[src/rtl/johnson_seq_ctrl.sv]
// Step controller for a WIDTH-stage Johnson counter used as a 2*WIDTH-phase sequencer.
// Define JOHNSON_SELF_CORRECT_EN to enable illegal-state recovery and the sticky err flag.
module johnson_seq_ctrl #(
  parameter int WIDTH  = 4,
  parameter int STEP_W = 8
) (
  input  logic                       clk,
  input  logic                       rst_n,
  input  logic                       start,
  input  logic                       dir,
  input  logic [STEP_W-1:0]          steps,
  input  logic                       abort,
  input  logic                       load,
  input  logic [WIDTH-1:0]           load_val,
  input  logic                       err_clr,
  output logic [WIDTH-1:0]           q,
  output logic [2*WIDTH-1:0]         phase,
  output logic [$clog2(2*WIDTH)-1:0] phase_idx,
  output logic                       busy,
  output logic                       done,
  output logic                       err
);
  localparam int IDX_W   = $clog2(2*WIDTH);
  localparam int SEQ_LEN = 2*WIDTH;

  typedef enum logic {IDLE, RUN} state_t;

  state_t            state, state_n;
  logic [WIDTH-1:0]  q_n, q_fwd, q_rev;
  logic [STEP_W-1:0] remaining, remaining_n;
  logic              dir_r, dir_n, busy_n, done_n;
  logic              err_set;
  int                pop_cnt, idx_val;

  assign q_fwd = {q[WIDTH-2:0], ~q[WIDTH-1]};
  assign q_rev = {~q[0], q[WIDTH-1:1]};

  // Ones count gives the distance from 0000 on the rising half, or back from the end on the falling half
  always_comb begin
    pop_cnt = 0;
    for (int i = 0; i < WIDTH; i++) pop_cnt = pop_cnt + int'(q[i]);
    idx_val   = q[0] ? pop_cnt : (SEQ_LEN - pop_cnt) % SEQ_LEN;
    phase_idx = IDX_W'(idx_val);
    phase     = {{(SEQ_LEN-1){1'b0}}, 1'b1} << phase_idx;
  end

`ifdef JOHNSON_SELF_CORRECT_EN
  logic [WIDTH-1:0] ones_low;
  logic             q_legal;

  always_comb begin
    q_legal  = 1'b0;
    ones_low = '0;
    for (int k = 0; k < WIDTH; k++) begin
      if (q == ones_low || q == ~ones_low) q_legal = 1'b1;
      ones_low = {ones_low[WIDTH-2:0], 1'b1};
    end
  end

  assign err_set = ~q_legal;
`else
  logic unused_err_clr;

  assign err_set        = 1'b0;
  assign unused_err_clr = err_clr;
`endif

  always_comb begin
    state_n     = state;
    q_n         = q;
    remaining_n = remaining;
    dir_n       = dir_r;
    busy_n      = busy;
    done_n      = 1'b0;
    case (state)
      IDLE: begin
        if (load) begin
          q_n = load_val;
        end else if (start) begin
          if (steps != '0) begin
            dir_n       = dir;
            remaining_n = steps;
            state_n     = RUN;
            busy_n      = 1'b1;
          end else begin
            done_n = 1'b1;
          end
        end
      end
      RUN: begin
        if (abort) begin
          state_n     = IDLE;
          busy_n      = 1'b0;
          done_n      = 1'b1;
          remaining_n = '0;
        end else begin
          q_n         = dir_r ? q_rev : q_fwd;
          remaining_n = remaining - STEP_W'(1);
          if (remaining == STEP_W'(1)) begin
            state_n = IDLE;
            busy_n  = 1'b0;
            done_n  = 1'b1;
          end
        end
      end
      default: state_n = IDLE;
    endcase
    // Recovery from an illegal pattern overrides everything else this cycle
    if (err_set) begin
      q_n         = '0;
      state_n     = IDLE;
      busy_n      = 1'b0;
      dir_n       = dir_r;
      done_n      = (state == RUN);
      remaining_n = (state == RUN) ? '0 : remaining;
    end
  end

  always_ff @(posedge clk or negedge rst_n) begin
    if (!rst_n) begin
      state     <= IDLE;
      q         <= '0;
      remaining <= '0;
      dir_r     <= 1'b0;
      busy      <= 1'b0;
      done      <= 1'b0;
    end else begin
      state     <= state_n;
      q         <= q_n;
      remaining <= remaining_n;
      dir_r     <= dir_n;
      busy      <= busy_n;
      done      <= done_n;
    end
  end

`ifdef JOHNSON_SELF_CORRECT_EN
  // Setting wins over a simultaneous clear
  always_ff @(posedge clk or negedge rst_n) begin
    if (!rst_n)       err <= 1'b0;
    else if (err_set) err <= 1'b1;
    else if (err_clr) err <= 1'b0;
  end
`else
  assign err = 1'b0;
`endif

endmodule

[config.mk]
export PLATFORM = sky130hd
export DESIGN_NAME = johnson_seq_ctrl
export DESIGN_NICKNAME = d
export VERILOG_FILES = /design/src/rtl/johnson_seq_ctrl.sv
export SDC_FILE = /design/constraint.sdc
export NUM_CORES = 1
export LEC_CHECK = 0
export CAP_MARGIN = 20
export CORE_MARGIN = 5
export CORE_UTILIZATION = 61
export DETAILED_ROUTE_END_ITERATION = 8
export DONT_BUFFER_PORTS = 1
export GPL_ROUTABILITY_DRIVEN = 0
export PLACE_DENSITY = 0.76
export SLEW_MARGIN = 20
export SYNTH_ARGS = -nofsm -noshare
export SYNTH_HDL_FRONTEND = slang
export SYNTH_SLANG_ARGS = --single-unit
[constraint.sdc]
create_clock -name clk -period 3.5 [get_ports clk]
set_clock_uncertainty 0.2 [all_clocks]
set_input_delay 0.525 -clock clk [delete_from_list [all_inputs] [get_ports clk]]
set_output_delay 0.525 -clock clk [all_outputs]
set_load 0.01 [all_outputs]
==> metrics, run 1 <==
Slew @ Worst Pin=0.689 ns; global-route wire length before repair=4.04 mm; Synth Net Count=160; top cells by count, synth=dfrtp_1 (16), nor2_1 (16), a21oi_1 (13); GR Util met3=0.0416; Area growth syn-to-layout=8.22%; DR WL/cell=16.3 µm; die span in x=53.6 µm; final worst-path cycle share=0.967; vias in the first global route=900; met1 usage in global routing=0.221; Clock Pin Slew Worst Setup and Hold Paths=0.10 ns; Worst path most repeated cell=xnor2_1; Buf/Inv on CP=0; Mapped Area=1160 µm²; synthesized flop and latch total=16; count of final setup violators=0; dominant synthesized flop cell=dfrtp_1; Rel. slew slack=0.539; GRT overflow=0; CTS buffer count=3; Max Transition Viols Final=0; H-tree Lvls=1; floorplan row count=15; clock buffer depth=2; EDFF count, synth=0; # DRC=0; Ports=37; Hold Fails Final Rpt=0; clock sink count=16; post-place setup slack=0.292 ns; detailed-route vias per instance=6.47; Final HPWL DP=1.95 mm; DRT iter0 DRCs=47; CP max stage delay=0.55 ns; top cells by area, synth=dfrtp_1 (35%), a21oi_1 (5.6%), mux2i_1 (5.2%); synthesized instance count=136; met2 Track Usage GR=0.347; gr busiest metal=met2; crit path DAT=2.66 ns; Tmin final=3.38 ns; # diodes=0; synth unique cells=42; wirelength, routed=2.63 mm; Core Region=1760 µm²; total track usage=0.195; outcome=finished, final reports clean; crit-path cells=fa_1, ha_1, xnor2_1, xnor2_1, nand2b_1, nor2_1; TritonRoute pass-1 iters=4; critical path required time=2.77 ns; hold crit path type=input pin to flip-flop; fin worst setup slack=0.115 ns; leading area contributor after synthesis=dfrtp_1; CTS root buffer=clkbuf_4; CTS tree=built; Detail Route Antenna Nets=0; max-cap violations=0; CP Class=flip-flop to primary output; pin count of the biggest net entering global routing=18; FMAX=295 MHz; Max FO, Critical Path=6; CP max-delay cell=fa_1; register area share after synthesis=0.346; share of layout cells above drive strength 1=0.140; die area=2870 µm²; share of flip-flops with an asynchronous set or reset=1.00; Via Count=1,042; CP Launch Type=flip-flop; IO Port Bufs=0; initial antenna violation count=0; clk_lat worst skew=0.30 ns; crit path capture type=primary output; starting density of the core=0.656; CP top delay family=adder cells; Final #Nets=161; share of the synthesized area in the top cell type=0.346; Synth Warn #=0; Die H=53.6 µm; Mean Syn Cell Area=8.51 µm²
cell usage in the layout, fill, tap and decap left out, types with 2 or more instances in the layout:
cell type  Yosys  layout
ha_1           4       3
a21o_1         2       2
nor4_1         4       4
buf_4          1       2
nand2_1        9       9
mux2i_1        6       6
o21ai_0        4       4
nand2b_1       5       5
nor2b_1        7       7
a221o_2        2       2
o22ai_1        3       3
clkbuf_4       0       3
inv_1          5       5
nor3_1         4       3
nor2_1        16      16
dfrtp_1       16      14
a221o_1        2       2
a21oi_1       13      13
a211oi_1       4       4
dfrtp_2        0       2
xnor2_1        2       2
state kept, by name, indices dropped and copies added, names as in the netlist:
signal	count
remaining	8
q	4
busy	1
dir_r	1
done	1
state	1
per-layer routing:
metal	wire (µm)	up-vias
met3	196	9
met4	63	0
li1	-	492
met5	0	-
met2	1310	51
met1	1050	490
worst paths after layout:
path | slack (ns) | endpoint | start | cells past startpoint
worst max register to register | 1.56 | remaining[7] | remaining[5] | 4
max in group asynchronous | 2.12 | q[1] | rst_n | 1
worst max-delay path | 0.12 | phase[5] | q[0] | 6
worst min register to register | 0.33 | remaining[7] | remaining[7] | 1
worst min-delay path | 0.17 | remaining[5] | steps[5] | 1
min in group asynchronous | 0.50 | remaining[1] | rst_n | 1
area by class of cell:
class	count	area, µm²
Inverter	5	18.8
Timing Repair Buffer	4	37.5
Fill cell	149	512
Multi-Input combinational cell	107	726
Tap cell	25	31.3
Clock buffer	4	36.3
Sequential cell	16	403
stage by stage:
stage | area (µm²) | TNS (ns) | hold slack (ns) | std cells | util
after floorplan | 1160 | 0 | 0.0294 | 136 | -
after global placement | 1160 | 0 | 0.0298 | 154 | 0.657
after detailed placement | 1160 | 0 | 0.0298 | 154 | 0.657
after CTS | 1210 | 0 | 0.166 | 159 | 0.688
after global routing | 1250 | -0.0223 | 0.149 | 161 | 0.710
final | 1250 | 0 | 0.166 | 161 | 0.710
cell families (layout without fill, tap and decap cells):
logic type,Yosys count,count (layout),synth area share
flip-flops,16,16,0.346
multiplexers,7,7,0.0616
AND/OR/NAND/NOR,55,55,0.252
other,1,1,0.00324
adder cells (fa/ha/maj),5,5,0.0605
XOR/XNOR,2,2,0.0151
buffers and inverters,13,13,0.0476
AO/OA/AOI/OAI,37,37,0.214
what timing repair did:
item,CTS,global route
endpoints found under the setup margin,1,5
setup buffers,0,2
endpoints found under the hold margin,16,0
pin swaps,0,1
gates resized for setup,2,4
gates cloned,0,0
hold buffers,1,0
Power of run 1 is left out: the tool's default activity adds up to more than one toggle a clock period on the data nets, which glitch-free logic cannot reach.
==> inputs of run 2 (changes only) <==
CORE_UTILIZATION = 65   (was 61)
CTS_BUF_LIST = sky130_fd_sc_hd__clkbuf_8   (was not set)
CTS_CLUSTER_SIZE = 8   (was not set)
PLACE_DENSITY = 0.8   (was 0.76)
clock period = 3.2 ns   (was 3.5 ns; I/O delays follow)
==> run 2 against run 1 <==
Register-to-register slack got worse by 0.29 ns; global-route usage grew 3.2 points; highest routed layer unchanged; non-clock buffer count rose by 4; final area is 4.4% higher.
==> metrics, run 2 (synthesis gave the netlist of run 1 again) <==
hold crit path type=input pin to flip-flop; detailed-route vias per instance=6.30 (-2.7%); H-tree Lvls=1 (unchanged); Rel. slew slack=0.513 (-0.0259); max-cap violations=0 (unchanged); crit path capture type=primary output; CTS tree=built; Final #Nets=165 (+2.5%); starting density of the core=0.678 (+0.0216); Area growth syn-to-layout=13.0%; DR WL/cell=16.6 µm (+1.9%); Inst Count DP=159 (+3.2%); Hold WS=0.178 ns (+0.0118 ns); Final Non-Filler Cells=165 (+2.5%); max reg flops=8 (unchanged); critical path required time=2.52 ns (-0.25 ns); Tmin final=3.08 ns; most frequent cells in the layout=nor2_1 (16), dfrtp_1 (15), a21oi_1 (12); crit-path cells=fa_2, ha_4, mux2i_1, a221o_1, nor3_1; largest reg by FF count=remaining; Largest regs=remaining x8, q x4; clk_lat worst skew=0.25 ns (-0.05 ns); vias in the first global route=1,024 (+14%); Post-DP Area=1200 µm² (+3.2%); share of layout cells above drive strength 1=0.193 (+0.0532); floorplan row count=15 (unchanged); FMAX=325 MHz; CP Launch Type=flip-flop; CP max stage delay=0.61 ns (+0.06 ns); initial antenna violation count=0 (unchanged); clock buffer depth=2 (unchanged); crit path DAT=2.40 ns (-0.26 ns); CTS buffer count=3 (unchanged); die span in x=52.2 µm (-2.5%); Ports=37 (unchanged); Max Transition Viols Final=0 (unchanged); pin count of the biggest net entering global routing=18 (unchanged); # diodes=0 (unchanged); Final HPWL DP=1.96 mm (+0.25%); Die H=52.2 µm (-2.5%); outcome=finished, final reports clean; Core Region=1710 µm² (-3.2%); wirelength, routed=2.74 mm (+4.5%); count of final setup violators=0 (unchanged); die area=2720 µm² (-5.0%); TritonRoute pass-1 iters=4 (unchanged); CP max-delay cell=fa_2; Detail Route Antenna Nets=0 (unchanged); Hold Fails Final Rpt=0 (unchanged); CP Class=flip-flop to primary output; total track usage=0.227 (+0.0318); GRT overflow=0 (unchanged); Slew @ Worst Pin=0.728 ns (+0.0387 ns); Max FO, Critical Path=9 (+3); Clock Pin Slew Worst Setup and Hold Paths=0.06 ns (-0.04 ns); # DRC=0 (unchanged); most common cell after layout, fill and taps aside=nor2_1; CTS root buffer=clkbuf_8; Via Count=1,039 (-0.29%); clock sink count=16 (unchanged); global-route wire length before repair=4.62 mm (+14%); IO Port Bufs=0 (unchanged); final worst-path cycle share=0.963; DRT iter0 DRCs=44 (-6.4%); cell area after layout=1310 µm² (+4.4%)
run 2: repair_timing:
item / in CTS / in global routing
hold endpoints to repair: 16 / 0
pin swaps: 1 / 0
hold buffers: 1 / 0
setup buffers: 1 / 0
setup endpoints to repair: 4 / 6
gates resized for setup: 3 / 6
run 2: critical path: cells and delay by family, from the launching register on:
kind / cells / cell delay, ns
adders and majority gates: 2 / 0.86
DFF: 1 / 0.47
and+or+nand+nor: 1 / 0.37
AOI/OAI and AO/OA: 1 / 0.34
muxes: 1 / 0.12
run 2: layout make-up:
cell class	count	area, µm²
multi-input cells	107	738
flip-flops and latches	16	402
fillers	126	400
repair buffers	8	62.6
clock buffers	4	55.1
well taps	25	31.3
inverters	5	18.8
run 2: metal layers:
metal	vias to the layer above	routed length, µm	global-route usage
li1	504	-	-
met1	487	1190	0.286
met2	41	1230	0.366
met3	7	270	0.0798
met4	0	42	0.0681
met5	-	0	0
run 2: metrics by stage:
| step | setup WS (ns) | setup TNS (ns) | util |
|---|---|---|---|
| floorplan | 0.108 | 0 | - |
| global placement | 0.250 | 0 | 0.701 |
| detailed placement | 0.142 | 0 | 0.701 |
| CTS | 0.00638 | 0 | 0.747 |
| global route | -0.0108 | -0.0190 | 0.766 |
| finish | 0.119 | 0 | 0.766 |
run 2: final timing paths:
kind	to	slack, ns	cells after the start	start
max	phase[6]	0.12	5	q[1]
min	remaining[3]	0.18	1	steps[3]
max reg2reg	remaining[7]	1.27	4	remaining[5]
min reg2reg	remaining[7]	0.35	1	remaining[7]
max in group asynchronous	q[1]	1.76	1	rst_n
min in group asynchronous	remaining[4]	0.53	1	rst_n
Power of run 2 is left out for the same reason.
==> inputs of run 3 (changes only) <==
CELL_PAD_IN_SITES_DETAIL_PLACEMENT = 0   (was not set)
CELL_PAD_IN_SITES_GLOBAL_PLACEMENT = 1   (was not set)
CORE_UTILIZATION = 47   (was 65)
==> run 3 against run 2 <==
Global-route usage decreased by 5.9 points; critical path depth increased by 2; final area increased by 1.8%; register-to-register slack got worse by 0.02 ns; count of clock-buffer cells in the layout unchanged; critical endpoint is now phase[5]; wire length increased by 2.8%; first-iteration DRC count unchanged; critical path type unchanged; die area increased by 30%; worst setup slack got worse by 0.041 ns; utilization decreased by 21 points.
==> metrics, run 3 (synthesis gave the netlist of run 1 again) <==
TritonRoute pass-1 iters=4 (unchanged); Area growth syn-to-layout=15.0%; Detail Route Antenna Nets=0 (unchanged); vias in the first global route=972 (-5.1%); total track usage=0.168 (-0.0594); Max FO, Critical Path=9 (unchanged); largest reg by FF count=remaining; max-cap violations=0 (unchanged); DRT iter0 DRCs=44 (unchanged); critical path required time=2.52 ns (about the same); clock sink count=16 (unchanged); Hold Path Origin=steps[5]; Slew @ Worst Pin=0.730 ns (+0.00273 ns); floorplan row count=18 (+3); Via Count=1,037 (-0.19%); most common cell after layout, fill and taps aside=dfrtp_1; Post-DP Area=1200 µm² (+0.52%); Clock Pin Slew Worst Setup and Hold Paths=0.06 ns (about the same); # DRC=0 (unchanged); H-tree Lvls=1 (unchanged); GRT overflow=0 (unchanged); Final HPWL DP=2.06 mm (+5.6%); CP max-delay cell=fa_2; CP max stage delay=0.61 ns (about the same); hold crit path type=input pin to flip-flop; r2r startpoint=remaining[5]; global-route wire length before repair=4.43 mm (-4.1%); Final #Nets=166 (+0.61%); final worst-path cycle share=0.976 (+0.0127); CP Class=flip-flop to primary output; max reg flops=8 (unchanged); crit-path cells=fa_2, ha_4, mux2i_1, a221o_1, buf_4, buf_4, nor2_2; outcome=finished, final reports clean; hold depth=1 (unchanged); Largest regs=remaining x8, q x4; pin count of the biggest net entering global routing=18 (unchanged); Ports=37 (unchanged); Reg2Reg Setup Slack=1.25 ns (-0.02 ns); crit path capture type=primary output; IO Port Bufs=0 (unchanged); FMAX=320 MHz (-1.3%); Rel. slew slack=0.511 (-0.00183); die area=3560 µm² (+30%); Core Region=2410 µm² (+41%); Hold Path Sink=remaining[5]; clock buffer depth=2 (unchanged); wirelength, routed=2.82 mm (+2.8%); CTS buffer count=3 (unchanged); Hold Fails Final Rpt=0 (unchanged); # diodes=0 (unchanged); starting density of the core=0.480 (-0.197); Reg area=402 µm² (unchanged); Die H=59.6 µm (+14%); share of layout cells above drive strength 1=0.213 (+0.0199); # fillers=233 (+85%); Tmin final=3.12 ns (+0.0406 ns); count of final setup violators=0 (unchanged); cell area after layout=1330 µm² (+1.8%); initial antenna violation count=0 (unchanged); clk_lat worst skew=0.25 ns (about the same); Reg2Reg Depth=4 (unchanged); DR WL/cell=16.5 µm (-0.80%); die span in x=59.6 µm (+14%); multi-input logic area=748 µm² (+1.4%); CTS tree=built; detailed-route vias per instance=6.06 (-3.7%); Max Transition Viols Final=0 (unchanged); CTS root buffer=clkbuf_8; Worst path most repeated cell=buf_4; crit path DAT=2.44 ns (+0.04 ns); CP Launch Type=flip-flop; most frequent cells in the layout=dfrtp_1 (15), nor2_1 (14), a21oi_1 (12); r2r endpoint=remaining[7]
-- run 3: changes by cell type in the layout (fill, tap and decap cells not counted) --
| cell | change |
|---|---|
| buf_4 | +1 |
| nor2_2 | +2 |
| nor3_1 | -1 |
| nor3_2 | +1 |
| nor2_1 | -2 |
| inv_1 | +1 |
| inv_2 | -1 |
-- run 3: metrics by stage --
step	utilization	std cells	hold WS, ns	worst slack (ns)	TNS, ns
5_1_grt	0.552	171	0.165	-0.00164	-0.00164
3_5_place_dp	0.499	164	-0.0153	0.183	0
3_3_place_gp	0.499	164	-0.0152	0.227	0
4_1_cts	0.532	170	0.169	0.0234	0
2_1_floorplan	-	136	-0.0156	0.108	0
6_report	0.552	171	0.171	0.0783	0
-- run 3: timing repair --
action / 4_1_cts / 5_1_grt
setup buffers: 1 / 1
endpoints found under the setup margin: 3 / 2
hold buffers: 1 / 0
pin swaps: 1 / 1
endpoints found under the hold margin: 16 / 0
resized for setup: 3 / 8
-- run 3: worst max path at each step --
stage,start,endpoint,cells past startpoint
after floorplan,q[0],phase[2],7
after global routing,q[1],phase[2],8
after CTS,q[1],phase[2],8
final,q[1],phase[5],7
after detailed placement,q[1],phase[2],8
after global placement,q[1],phase[2],8
-- run 3: worst max-delay path: cells and delay by family, from the launching register on --
family	cells	cell delay, ns
DFF	1	0.47
and+or+nand+nor	1	0.15
muxes	1	0.12
AOI/OAI and AO/OA	1	0.31
adders and majority gates	2	0.86
buffers and inverters	2	0.27
-- run 3: layout make-up --
type	instances	share of cell area
clock buffer	4	0.0414
inverter	5	0.0141
sequential	16	0.302
multi-input combinational	107	0.562
tap	30	0.0282
timing repair buffer	9	0.0526
-- run 3: per-layer routing --
layer	share of wire	vias up	wire length, µm	global-route usage
met1	0.40	488	1140	0.194
met2	0.51	39	1440	0.295
met3	0.064	10	181	0.0370
li1	-	500	-	-
met5	0	-	0	0
met4	0.021	0	59	0.0728
Power of run 3 is left out for the same reason.
